File: src/rtl/game_sequencer.sv
// -----------------------------------------------------------------------------
// game_sequencer
//
// Game-flow controller for the shooting game core. It steps the game through
// IDLE -> READY (countdown) -> PLAY -> OVER. It issues the per-frame update
// strobe and the playfield clear request, and it keeps the score and the
// remaining lives.
//
// Ports:
//   clk_i         game clock; the same clock as the VGA timing generator
//   rst_i         synchronous reset, active-high
//   start_i       raw start button; asynchronous, active-high level
//   vsync_i       VGA vertical sync, active-low, synchronous to clk_i
//   enemy_hit_i   one-cycle pulse, an enemy was destroyed
//   player_hit_i  one-cycle pulse, the player was struck
//   state_o       phase: 0 IDLE, 1 READY, 2 PLAY, 3 OVER (also the FSM debug view)
//   run_o         high while in PLAY
//   frame_tick_o  one-cycle per-frame strobe, PLAY only
//   clear_req_o   one-cycle pulse asking the datapath to reinitialise sprites
//   score_o       current score, saturating
//   lives_o       remaining lives
//   game_over_o   high while in OVER
//
// Every output is a flop. All pulse inputs and outputs are single-cycle and
// take effect at the clock edge that samples them. There is no backpressure.
// -----------------------------------------------------------------------------
module game_sequencer #(
    parameter int LIVES_INIT       = 3,
    parameter int SCORE_W          = 12,
    parameter int POINTS           = 1,
    parameter int COUNTDOWN_FRAMES = 60,
    parameter int OVER_FRAMES      = 180
) (
    input  logic               clk_i,
    input  logic               rst_i,
    input  logic               start_i,
    input  logic               vsync_i,
    input  logic               enemy_hit_i,
    input  logic               player_hit_i,
    output logic [1:0]         state_o,
    output logic               run_o,
    output logic               frame_tick_o,
    output logic               clear_req_o,
    output logic [SCORE_W-1:0] score_o,
    output logic [2:0]         lives_o,
    output logic               game_over_o
);

    typedef enum logic [1:0] {
        ST_IDLE  = 2'd0,
        ST_READY = 2'd1,
        ST_PLAY  = 2'd2,
        ST_OVER  = 2'd3
    } state_t;

    localparam logic [SCORE_W-1:0] SCORE_MAX  = '1;
    localparam logic [SCORE_W:0]   POINTS_EXT = (SCORE_W+1)'(POINTS);
    localparam logic [2:0]         LIVES_LOAD = 3'(LIVES_INIT);
    localparam logic [7:0]         CD_LAST    = 8'(COUNTDOWN_FRAMES - 1);
    localparam logic [7:0]         OV_LAST    = 8'(OVER_FRAMES - 1);

    state_t             state_q;
    logic [7:0]         frame_cnt_q;
    logic               s1_q, s2_q, s3_q;
    logic               vsync_q;
    logic               run_q, frame_tick_q, clear_req_q, game_over_q;
    logic [SCORE_W-1:0] score_q;
    logic [2:0]         lives_q;

    logic               start_pulse;
    logic               frame_edge;
    logic [SCORE_W:0]   score_sum;
    logic [SCORE_W-1:0] score_inc_d;

    always_comb begin
        // s1 is the metastability stage. The edge is taken between s2 and s3.
        // Because the chain resets to 1, a button held through reset gives no edge.
        start_pulse = s2_q & ~s3_q;
        // vsync is active-low, so a new frame begins on its falling edge.
        frame_edge  = vsync_q & ~vsync_i;
        // One extra bit catches the carry, which clamps the score instead of wrapping.
        score_sum   = {1'b0, score_q} + POINTS_EXT;
        score_inc_d = score_sum[SCORE_W] ? SCORE_MAX : score_sum[SCORE_W-1:0];
    end

    always_ff @(posedge clk_i) begin
        if (rst_i) begin
            state_q      <= ST_IDLE;
            frame_cnt_q  <= 8'd0;
            s1_q         <= 1'b1;
            s2_q         <= 1'b1;
            s3_q         <= 1'b1;
            vsync_q      <= 1'b1;
            run_q        <= 1'b0;
            frame_tick_q <= 1'b0;
            clear_req_q  <= 1'b0;
            game_over_q  <= 1'b0;
            score_q      <= '0;
            lives_q      <= 3'd0;
        end else begin
            s1_q         <= start_i;
            s2_q         <= s1_q;
            s3_q         <= s2_q;
            vsync_q      <= vsync_i;
            frame_tick_q <= 1'b0;
            clear_req_q  <= 1'b0;

            case (state_q)
                ST_IDLE: begin
                    if (start_pulse) begin
                        state_q     <= ST_READY;
                        frame_cnt_q <= 8'd0;
                        score_q     <= '0;
                        lives_q     <= LIVES_LOAD;
                        clear_req_q <= 1'b1;
                    end
                end

                ST_READY: begin
                    if (frame_edge) begin
                        if (frame_cnt_q == CD_LAST) begin
                            // The edge that ends the countdown is not a play frame, so no tick.
                            state_q     <= ST_PLAY;
                            frame_cnt_q <= 8'd0;
                            run_q       <= 1'b1;
                        end else begin
                            frame_cnt_q <= frame_cnt_q + 8'd1;
                        end
                    end
                end

                ST_PLAY: begin
                    if (frame_edge) begin
                        frame_tick_q <= 1'b1;
                    end
                    if (enemy_hit_i) begin
                        score_q <= score_inc_d;
                    end
                    if (player_hit_i && lives_q != 3'd0) begin
                        lives_q <= lives_q - 3'd1;
                        if (lives_q == 3'd1) begin
                            // The last life is lost, so the game ends on this same edge.
                            state_q     <= ST_OVER;
                            frame_cnt_q <= 8'd0;
                            run_q       <= 1'b0;
                            game_over_q <= 1'b1;
                        end
                    end
                end

                ST_OVER: begin
                    // A restart takes priority over a timeout on the same edge.
                    if (start_pulse) begin
                        state_q     <= ST_READY;
                        frame_cnt_q <= 8'd0;
                        score_q     <= '0;
                        lives_q     <= LIVES_LOAD;
                        clear_req_q <= 1'b1;
                        game_over_q <= 1'b0;
                    end else if (frame_edge) begin
                        if (frame_cnt_q == OV_LAST) begin
                            state_q     <= ST_IDLE;
                            frame_cnt_q <= 8'd0;
                            game_over_q <= 1'b0;
                        end else begin
                            frame_cnt_q <= frame_cnt_q + 8'd1;
                        end
                    end
                end

                default: state_q <= ST_IDLE;
            endcase
        end
    end

    assign state_o      = state_q;
    assign run_o        = run_q;
    assign frame_tick_o = frame_tick_q;
    assign clear_req_o  = clear_req_q;
    assign score_o      = score_q;
    assign lives_o      = lives_q;
    assign game_over_o  = game_over_q;

endmodule
File: config.mk
export PLATFORM = sky130hd
export DESIGN_NAME = game_sequencer
export DESIGN_NICKNAME = d
export VERILOG_FILES = /design/src/rtl/game_sequencer.sv
export SDC_FILE = /design/constraint.sdc
export NUM_CORES = 1
export LEC_CHECK = 0
export CORE_AREA = 2 2 61 63
export DETAILED_ROUTE_END_ITERATION = 6
export DIE_AREA = 0 0 63 65
export GPL_TIMING_DRIVEN = 0
export PLACE_DENSITY = 0.78
export SLEW_MARGIN = 30
export SYNTH_ARGS = -nofsm -noshare
export SYNTH_HDL_FRONTEND = slang
export SYNTH_SLANG_ARGS = --single-unit
export TNS_END_PERCENT = 5
File: constraint.sdc
create_clock -name clk_i -period 4.8 [get_ports clk_i]
set_input_delay 0.72 -clock clk_i [delete_from_list [all_inputs] [get_ports clk_i]]
set_output_delay 0.72 -clock clk_i [all_outputs]
set_load 0.005 [all_outputs]
==> impl_results.md, run 1 <==
* Reg clk slew, reported paths at 0.09 ns
* Least-Margin Pin Slew at 0.471 ns
* Fin crit share at 45.2%
* Detailed-route via count at 1,809
* WL per Instance at 14.6 um
* H-tree levels at 2
* Number of global-route vias before repair at 1,717
* Dpl hpwl at 3220 um
* Fmax at 0.461 GHz
* Kind of critical path: input port to flip-flop
* Post-CTS setup buffer count at 0
* Core Area at 3500 sq um
* Crit path time final at 2.17 ns
* Final setup fails at 0
* Place WS at 2.26 ns
* Hold_ws at 0.421 ns
* Initial antenna violation count at 0
* Placer Congestion at 0.867
* Top cells by count, synth: 33 x dfxtp_1, 22 x a21oi_1, 19 x nor2_1
* Share of the synthesized area in the top cell type at 34.5%
* Worst EP arrival at 2.39 ns
* Cell Pwr Density at 369 nW/um^2
* Required @ worst endpoint at 5.02 ns
* Post-CTS sizing at 0
* Area Growth Syn to Fin at 19.6%
* Maxcap violations at 0
* CP cell instances: clkdlybuf4s50_1 -> nand2_1 -> o31ai_4 -> nand3_1 -> clkbuf_1 -> a32oi_1 -> o41ai_1
* Port bufs at 26
* Clk_skew at 0.0121 ns
* Hold Path Class: flip-flop to flip-flop
* Top cells by area, synth: dfxtp_1 34%, ha_1 6.5%, a21oi_1 5.7%
* Final net count at 277
* Clk_lat worst skew at 0.35 ns
* Routed Antenna Nets at 0
* Synth unique cells at 55
* CP Capture Type: flip-flop
* DR vias/cell at 5.85
* Yosys Warn Count at 0
* Final Worst Setup Slack at 2.63 ns
* CP peak stage delay at 0.47 ns
* RSZ-0062 raised after global routing: no
* Fill cells at 331
* Routed WL at 4530 um
* Die ar. at 4100 sq um
* Status: complete, no violations
* P_leak at 0.774 nW
* Synthesized area at 1920 sq um
* First-pass GRT wire length at 7770 um
* Register area at 661 sq um
* Worst slew margin at 68.4%
* Chip Height at 65 um
* Grt ovf at 0
* Ant diodes at 0
* FP Rows at 22
* Io pins at 27
* CTS sink count at 33
* Most common cell in the netlist: dfxtp_1
* Area leader, netlist: dfxtp_1
* Initial Util at 54.8%
* TritonCTS Buffers at 5
* Max Buffers Root-to-Sink at 2
* Crit path max fanout at 10
* Syn_area_per_cell at 8.40 sq um
* CTS tree: yes
* Ys async rst share at 0%
* Largest net degree at the start of global routing at 11
* Initial DRC Count at 108
* Post-synthesis sequential area ratio at 34.5%
* Area of the multi-input gates at 1150 sq um
* Yosys reg bits at 33
* Root buf cell: clkbuf_4
* Number of flops mapped to enable cells by yosys at 0
* Critical-path top delay cell: clkdlybuf4s50_1
* Synth Instances at 228
* Die width at 63 um
* Post-Syn Nets at 244
* DRC at 0
* First-pass DRT Iterations at 4
* TNS Setup at 0 ns
* Maximum VDD drop at 0.260 mV
* Final hold vios at 0
* Final Max Tran Viols at 0
* Total GRT Usage at 24.3%
* Ys flop type: dfxtp_1
* Post-CTS Hold Fix Bufs at 0
* Startpoint Class: input port
* Share of cells above drive strength 1 at 12.6%
## power breakdown
part / total (mW) / leakage (nW) / internal (mW) / switching [mW]
Sequential: 0.329 / 0.267 / 0.299 / 0.0300
Clock: 0.165 / 0.0314 / 0.0691 / 0.0960
Combinational: 0.352 / 0.475 / 0.153 / 0.199
Total: 0.846 / 0.774 / 0.521 / 0.325
## metal layers
| metal | GRT usage (%) | routed length (um) | share of wire (%) | vias to the layer above |
|---|---|---|---|---|
| met5 | 0 | 0 | 0 | - |
| li1 | - | - | - | 905 |
| met4 | 8.89 | 72 | 1.6 | 0 |
| met3 | 5.90 | 214 | 4.7 | 7 |
| met2 | 40.0 | 2070 | 46 | 52 |
| met1 | 30.7 | 2170 | 48 | 845 |
## flip-flops by register name, summed over array words and instances, names as in the netlist
signal,count
frame_cnt_q,8
frame_tick_o,1
s1_q,1
game_over_o,1
lives_o,3
vsync_q,1
clear_req_o,1
s2_q,1
s3_q,1
state_o,2
score_o,12
run_o,1
## worst paths after layout
| kind | from | endpoint | slack (ns) | depth (start not counted) |
|---|---|---|---|---|
| worst min register to register | s1_q | s2_q | 0.42 | 1 |
| worst max register to register | state_o[0] | score_o[11] | 2.67 | 8 |
| worst min-delay path | s1_q | s2_q | 0.42 | 1 |
| worst max-delay path | player_hit_i | frame_cnt_q[5] | 2.63 | 7 |
## placed cells by master, fill, tap and decap left out, drive strengths merged, types with 2 or more instances in the layout
cell type      Yosys  final
nor2b              6      6
a21oi             23     23
a211oi             5      5
nor2              21     21
a211o              2      2
buf                5      5
dfxtp             33     33
o41ai              3      3
or2                5      5
clkbuf             4     11
nand4bb            2      2
nor3              10     10
nand4b             2      2
o22ai              3      3
and3               7      7
nand3             13     13
ha                10     10
o211ai             2      2
a311oi             3      3
o21ai             17     17
inv               11     11
nand2             16     16
a2bb2oi            2      2
o31ai              3      3
clkdlybuf4s50      0     26
nand2b             3      3
a31oi              2      2
## kinds of logic after synthesis
| logic type | Yosys count | share of synthesized area, % |
|---|---|---|
| simple gates | 89 | 25.7 |
| compound gates | 75 | 28.0 |
| flops | 33 | 34.5 |
| buf+inv | 21 | 5.29 |
| fa+ha+maj | 10 | 6.53 |
## stage by stage
step	instances	power (mW)	area [sq um]	util, %
after floorplan	228	0.573	1920	-
after global placement	302	0.677	2240	64.0
after detailed placement	302	0.686	2240	64.0
after CTS	309	0.847	2290	65.5
after global routing	309	0.907	2290	65.5
final	309	0.846	2290	65.5
## cell type report
class / count / share of cell area, %
Inverter: 12 / 2.08
Timing Repair Buffer: 26 / 11.4
Multi-Input combinational cell: 174 / 50.4
Tap cell: 48 / 2.62
Buffer: 9 / 2.35
Sequential cell: 33 / 28.8
Clock buffer: 7 / 2.40
## worst max-delay path, delay by kind of cell
kind / cells / cell delay, ns
buffers and inverters: 2 / 0.75
AND/OR/NAND/NOR: 2 / 0.28
AO/OA/AOI/OAI: 3 / 0.63
Note: power is estimated with default switching activity, not from simulation.
==> run 2: changes to the inputs <==
--- a/config.mk
+++ b/config.mk
@@ -5,11 +5,11 @@
 export SDC_FILE = /design/constraint.sdc
 export NUM_CORES = 1
 export LEC_CHECK = 0
-export CORE_AREA = 2 2 61 63
+export CORE_AREA = 2 2 66 68
 export DETAILED_ROUTE_END_ITERATION = 6
-export DIE_AREA = 0 0 63 65
+export DIE_AREA = 0 0 68 70
 export GPL_TIMING_DRIVEN = 0
-export PLACE_DENSITY = 0.78
+export PLACE_DENSITY = 0.7
 export SLEW_MARGIN = 30
 export SYNTH_ARGS = -nofsm -noshare
 export SYNTH_HDL_FRONTEND = slang
==> constraint.sdc (replaced) <==
create_clock -name clk_i -period 1.8 [get_ports clk_i]
set_input_delay 0.27 -clock clk_i [delete_from_list [all_inputs] [get_ports clk_i]]
set_output_delay 0.27 -clock clk_i [all_outputs]
set_load 0.005 [all_outputs]
==> run 2 against run 1 <==
Utilization decreased by 3.2 points; first-iteration DRC count increased by 21%; sequential cell count unchanged; sequential share of layout area decreased by 2.7 points; non-clock buffer count increased by 11; die area increased by 16%; register-to-register slack got worse by 2.7 ns.
==> impl_results.md, run 2 (synthesized netlist as in run 1, its figures left out) <==
* Share of cells above drive strength 1 at 26.0%
* Reg2reg start: lives_o[0]
* Dpl cells at 306
* Routed Antenna Nets at 0
* Place WS at -0.266 ns
* Crit path time final at 1.79 ns
* Commonest non-fill, non-tap cells in the layout: 28 x dfxtp_1, 26 x clkdlybuf4s50_1, 21 x a21oi_1
* Worst path top cell family by delay: compound AO/OA/AOI/OAI gates
* Design Power at 2.74 mW
* Detailed-route via count at 1,855
* Fin crit share at 99.6%
* Placer Congestion at 0.868
* Max Buffers Root-to-Sink at 2
* DRC at 0
* Initial Util at 46.2%
* FP Rows at 24
* Cells on Worst Hold Path at 1
* Fmax at 0.558 GHz
* CTS sink count at 33
* First-pass DRT Iterations at 4
* Clk_lat worst skew at 0.29 ns
* Hold_ws at 0.412 ns
* TNS Setup at 0 ns
* Cell Pwr Density at 1060 nW/um^2
* CTS tree: yes
* Initial DRC Count at 131
* Largest net degree at the start of global routing at 11
* CP Capture Type: flip-flop
* Final core utilization at 62.3%
* Core Area at 4140 sq um
* Kind of critical path: flip-flop to flip-flop
* Largest register FFs at 12
* Hold Path Sink: s2_q
* Clk_skew at 0.00382 ns
* Final Worst Setup Slack at 0.00735 ns
* Total GRT Usage at 21.3%
* Worst EP arrival at 2.01 ns
* RSZ-0062 raised after global routing: yes
* Buf/Inv on CP at 2
* Port bufs at 26
* Startpoint Class: flip-flop
* Dpl hpwl at 3220 um
* Hold Path Class: flip-flop to flip-flop
* Most common cell after layout, fill and taps aside: dfxtp_1
* WL per Instance at 14.9 um
* Critical-path top delay cell: dfxtp_4
* Placed Area at 2240 sq um
* Final Max Tran Viols at 0
* Area Growth Syn to Fin at 34.8%
* Status: complete, no violations
* Crit path from: lives_o[0]
* P_leak at 0.881 nW
* Routed WL at 4860 um
* Final setup fails at 0
* Crit path max fanout at 6
* Maxcap violations at 0
* Number of global-route vias before repair at 1,654
* DR vias/cell at 5.71
* Design area at 2580 sq um
* Required @ worst endpoint at 2.01 ns
* Ant diodes at 0
* TritonCTS Buffers at 5
* Final hold vios at 0
* Die ar. at 4760 sq um
* Post-CTS Hold Fix Bufs at 0
* R2R Setup Slk at 0.007 ns
* H-tree levels at 2
* Reg clk slew, reported paths at 0.07 ns
* First-pass GRT wire length at 7800 um
* Maximum VDD drop at 0.498 mV
* Least-Margin Pin Slew at 0.519 ns
* Initial antenna violation count at 0
* CP cell instances: inv_1 -> ha_2 -> o31ai_4 -> nand3_2 -> buf_6 -> a211o_1 -> a21oi_2
* Io pins at 27
* Die width at 68 um
* CP peak stage delay at 0.37 ns
* Worst Hold Launch: s1_q
* Worst slew margin at 65.4%
* Root buf cell: clkbuf_8
* Final std cells w/o fill at 325
* Grt ovf at 0
* Final net count at 288
* Chip Height at 70 um
* Capturing point of the worst reg2reg path: state_o[0]
* FF-to-FF path depth at 7
-- run 2: cell count changes in the layout (fill, tap and decap cells not counted), moves of 3 or more --
cell      previous run  this run
clkbuf_8             1         7
ha_1                10         6
ha_4                 0         3
dfxtp_4              0         3
buf_6                1         4
dfxtp_1             33        28
buf_4                3        11
inv_1               10         7
clkbuf_4             5         1
-- run 2: worst max-delay path by stage --
stage	endpoint	slack (ns)	depth (start not counted)
floorplan	score_o[10]	0.01	8
global placement	frame_cnt_q[5]	-0.27	7
detailed placement	frame_cnt_q[5]	-0.27	7
CTS	score_o[10]	-0.004	8
global route	state_o[0]	-0.09	8
finish	state_o[0]	0.007	7
-- run 2: repair_timing --
action	CTS	global route
setup buffers	9	2
gates resized for setup	20	24
endpoints found under the setup margin	22	23
gates cloned	1	0
pin swaps	10	11
hold endpoints to repair	0	0
-- run 2: layout make-up --
class                           count  area [sq um]
Fill cell                         354          1560
Multi-Input combinational cell    174          1270
Sequential cell                    33           674
Timing Repair Buffer               38           358
Clock buffer                        7          96.3
Tap cell                           52          65.1
Buffer                              8          63.8
Inverter                           12          52.6
Clock inverter                      1          5.00
-- run 2: power breakdown --
part | switching [mW] | internal (mW) | leakage [nW]
logic | 0.626 | 0.601 | 0.556
registers | 0.0816 | 0.812 | 0.271
clock network | 0.275 | 0.345 | 0.0542
-- run 2: worst reg2reg max path: cells and delay by family (launching register included) --
family                   cells  cell delay (ns)
flip-flops                   1             0.37
adder cells (fa/ha/maj)      1             0.20
AND/OR/NAND/NOR              1             0.19
buffers and inverters        2             0.23
AO/OA/AOI/OAI                3             0.73
-- run 2: per-layer routing --
layer  track usage [%]  vias to the layer above  wire length, um
met5                 0                        -                0
met4              8.22                        0               68
met3              3.38                        7              226
met2              33.1                       56             2370
met1              29.2                      860             2190
li1                  -                      932                -
==> run 3: changes to the inputs <==
--- a/config.mk
+++ b/config.mk
@@ -9,7 +9,8 @@
 export DETAILED_ROUTE_END_ITERATION = 6
 export DIE_AREA = 0 0 68 70
 export GPL_TIMING_DRIVEN = 0
-export PLACE_DENSITY = 0.7
+export HOLD_SLACK_MARGIN = 0.02
+export PLACE_DENSITY_LB_ADDON = 0.1
 export SLEW_MARGIN = 30
 export SYNTH_ARGS = -nofsm -noshare
 export SYNTH_HDL_FRONTEND = slang
==> run 3 against run 2 <==
Via count down 0.32%; count of clock-buffer cells in the layout unchanged; wire length up 1.5%; clock skew about the same; non-clock buffer count down 2; critical path type unchanged; first-iteration DRC count up 27%; highest routed layer unchanged; global-route usage down 0.32 points; design area down 0.19%; register-to-register slack better by 0.02 ns; fmax up 1.3%.
==> impl_results.md, run 3 (synthesized netlist as in run 1, its figures left out) <==
* Status: complete, no violations
* Least-Margin Pin Slew at 0.527 ns
* Die ar. at 4760 sq um
* Largest register FFs at 12
* Startpoint Class: flip-flop
* Worst slew margin at 64.9%
* Final Max Tran Viols at 0
* Hold Path Class: flip-flop to flip-flop
* CP peak stage delay at 0.42 ns
* Register area at 673 sq um
* P_leak at 0.878 nW
* DRC at 0
* Total GRT Usage at 21.0%
* Clk_lat worst skew at 0.28 ns
* Grt ovf at 0
* Placed Area at 2240 sq um
* Buf/Inv on CP at 1
* Most common cell after layout, fill and taps aside: dfxtp_1
* Design area at 2580 sq um
* Number of global-route vias before repair at 1,618
* CP cell instances: ha_4 -> nand4bb_1 -> a211oi_2 -> a21oi_4 -> buf_4 -> a32oi_2 -> o41ai_2
* CTS tree: yes
* Maxcap violations at 0
* Final hold vios at 0
* Dpl hpwl at 3340 um
* First-pass GRT wire length at 7710 um
* RSZ-0062 raised after global routing: yes
* Share of cells above drive strength 1 at 24.7%
* DR vias/cell at 5.72
* Design Power at 2.77 mW
* Detailed-route via count at 1,849
* WL per Instance at 15.3 um
* FP Rows at 24
* Hold_ws at 0.417 ns
* First-pass DRT Iterations at 4
* Die width at 68 um
* Max Buffers Root-to-Sink at 2
* Initial Util at 46.2%
* Worst EP arrival at 1.91 ns
* Area of the multi-input gates at 1260 sq um
* Final net count at 286
* Io pins at 27
* Routed Antenna Nets at 0
* Fill cells at 375
* Crit path max fanout at 10
* TritonCTS Buffers at 5
* Clk_skew at 0.00375 ns
* Crit path time final at 1.77 ns
* Fmax at 0.565 GHz
* Root buf cell: clkbuf_8
* Ant diodes at 0
* Kind of critical path: flip-flop to flip-flop
* TNS Setup at 0 ns
* Cell Pwr Density at 1070 nW/um^2
* Area Growth Syn to Fin at 34.6%
* Initial DRC Count at 167
* Routed WL at 4930 um
* Maximum VDD drop at 0.443 mV
* Worst path top cell family by delay: compound AO/OA/AOI/OAI gates
* Initial antenna violation count at 0
* Port bufs at 26
* Placer Congestion at 0.812
* Core Area at 4140 sq um
* Chip Height at 70 um
* Largest net degree at the start of global routing at 11
* CTS sink count at 33
* Reg clk slew, reported paths at 0.07 ns
* Final setup fails at 0
* CP Capture Type: flip-flop
* Final core utilization at 62.2%
* Commonest non-fill, non-tap cells in the layout: 29 x dfxtp_1, 26 x clkdlybuf4s50_1, 22 x a21oi_1
* Required @ worst endpoint at 1.95 ns
* Critical-path top delay cell: dfxtp_1
* Fin crit share at 98.3%
* H-tree levels at 2
[run 3: routing by layer]
layer  part of all wire (%)  track usage [%]  up-vias
met3                    3.2             4.83        5
met4                   0.91             4.22        0
li1                       -                -      925
met2                     47             30.5       33
met5                      0                0        -
met1                     49             31.6      886
[run 3: final cells by class]
cell class	instances	area share, %
buffer	7	2.09
timing repair buffer	37	14.3
multi-input combinational	174	49.0
sequential	33	26.1
tap	52	2.52
clock inverter	1	0.194
clock buffer	7	3.74
inverter	12	2.04
[run 3: worst paths after layout]
check | depth (start not counted) | slack [ns] | start | end
hold reg to reg | 1 | 0.42 | s1_q | s2_q
setup / recovery | 7 | 0.03 | frame_cnt_q[0] | frame_cnt_q[5]
setup reg to reg | 7 | 0.03 | frame_cnt_q[0] | frame_cnt_q[5]
hold / removal | 1 | 0.42 | s1_q | s2_q
[run 3: timing repair]
action | in CTS | in global routing
hold buffers | 0 | 0
setup buffers | 2 | 9
setup endpoints to repair | 23 | 21
gates cloned | 0 | 0
resized for setup | 18 | 23
pin swaps | 7 | 12
[run 3: per-stage QoR]
step,instances,worst slack [ns]
5_1_grt,323,-0.0459
2_1_floorplan,228,0.00957
3_3_place_gp,306,-0.296
3_5_place_dp,306,-0.327
4_1_cts,316,-0.0348
6_report,323,0.0310
[run 3: where the power goes]
part	internal (mW)	leakage [nW]	total, mW	switching (mW)
sequential	0.811	0.270	0.891	0.0802
combinational	0.634	0.553	1.27	0.634
clock	0.346	0.0542	0.609	0.263
total	1.79	0.878	2.77	0.978
[run 3: worst reg2reg max path, cell delays in order, from the launching register on]
cell	delay (ns)
dfxtp_1	0.42
ha_4	0.19
nand4bb_1	0.14
a211oi_2	0.31
a21oi_4	0.09
buf_4	0.20
a32oi_2	0.18
o41ai_2	0.11
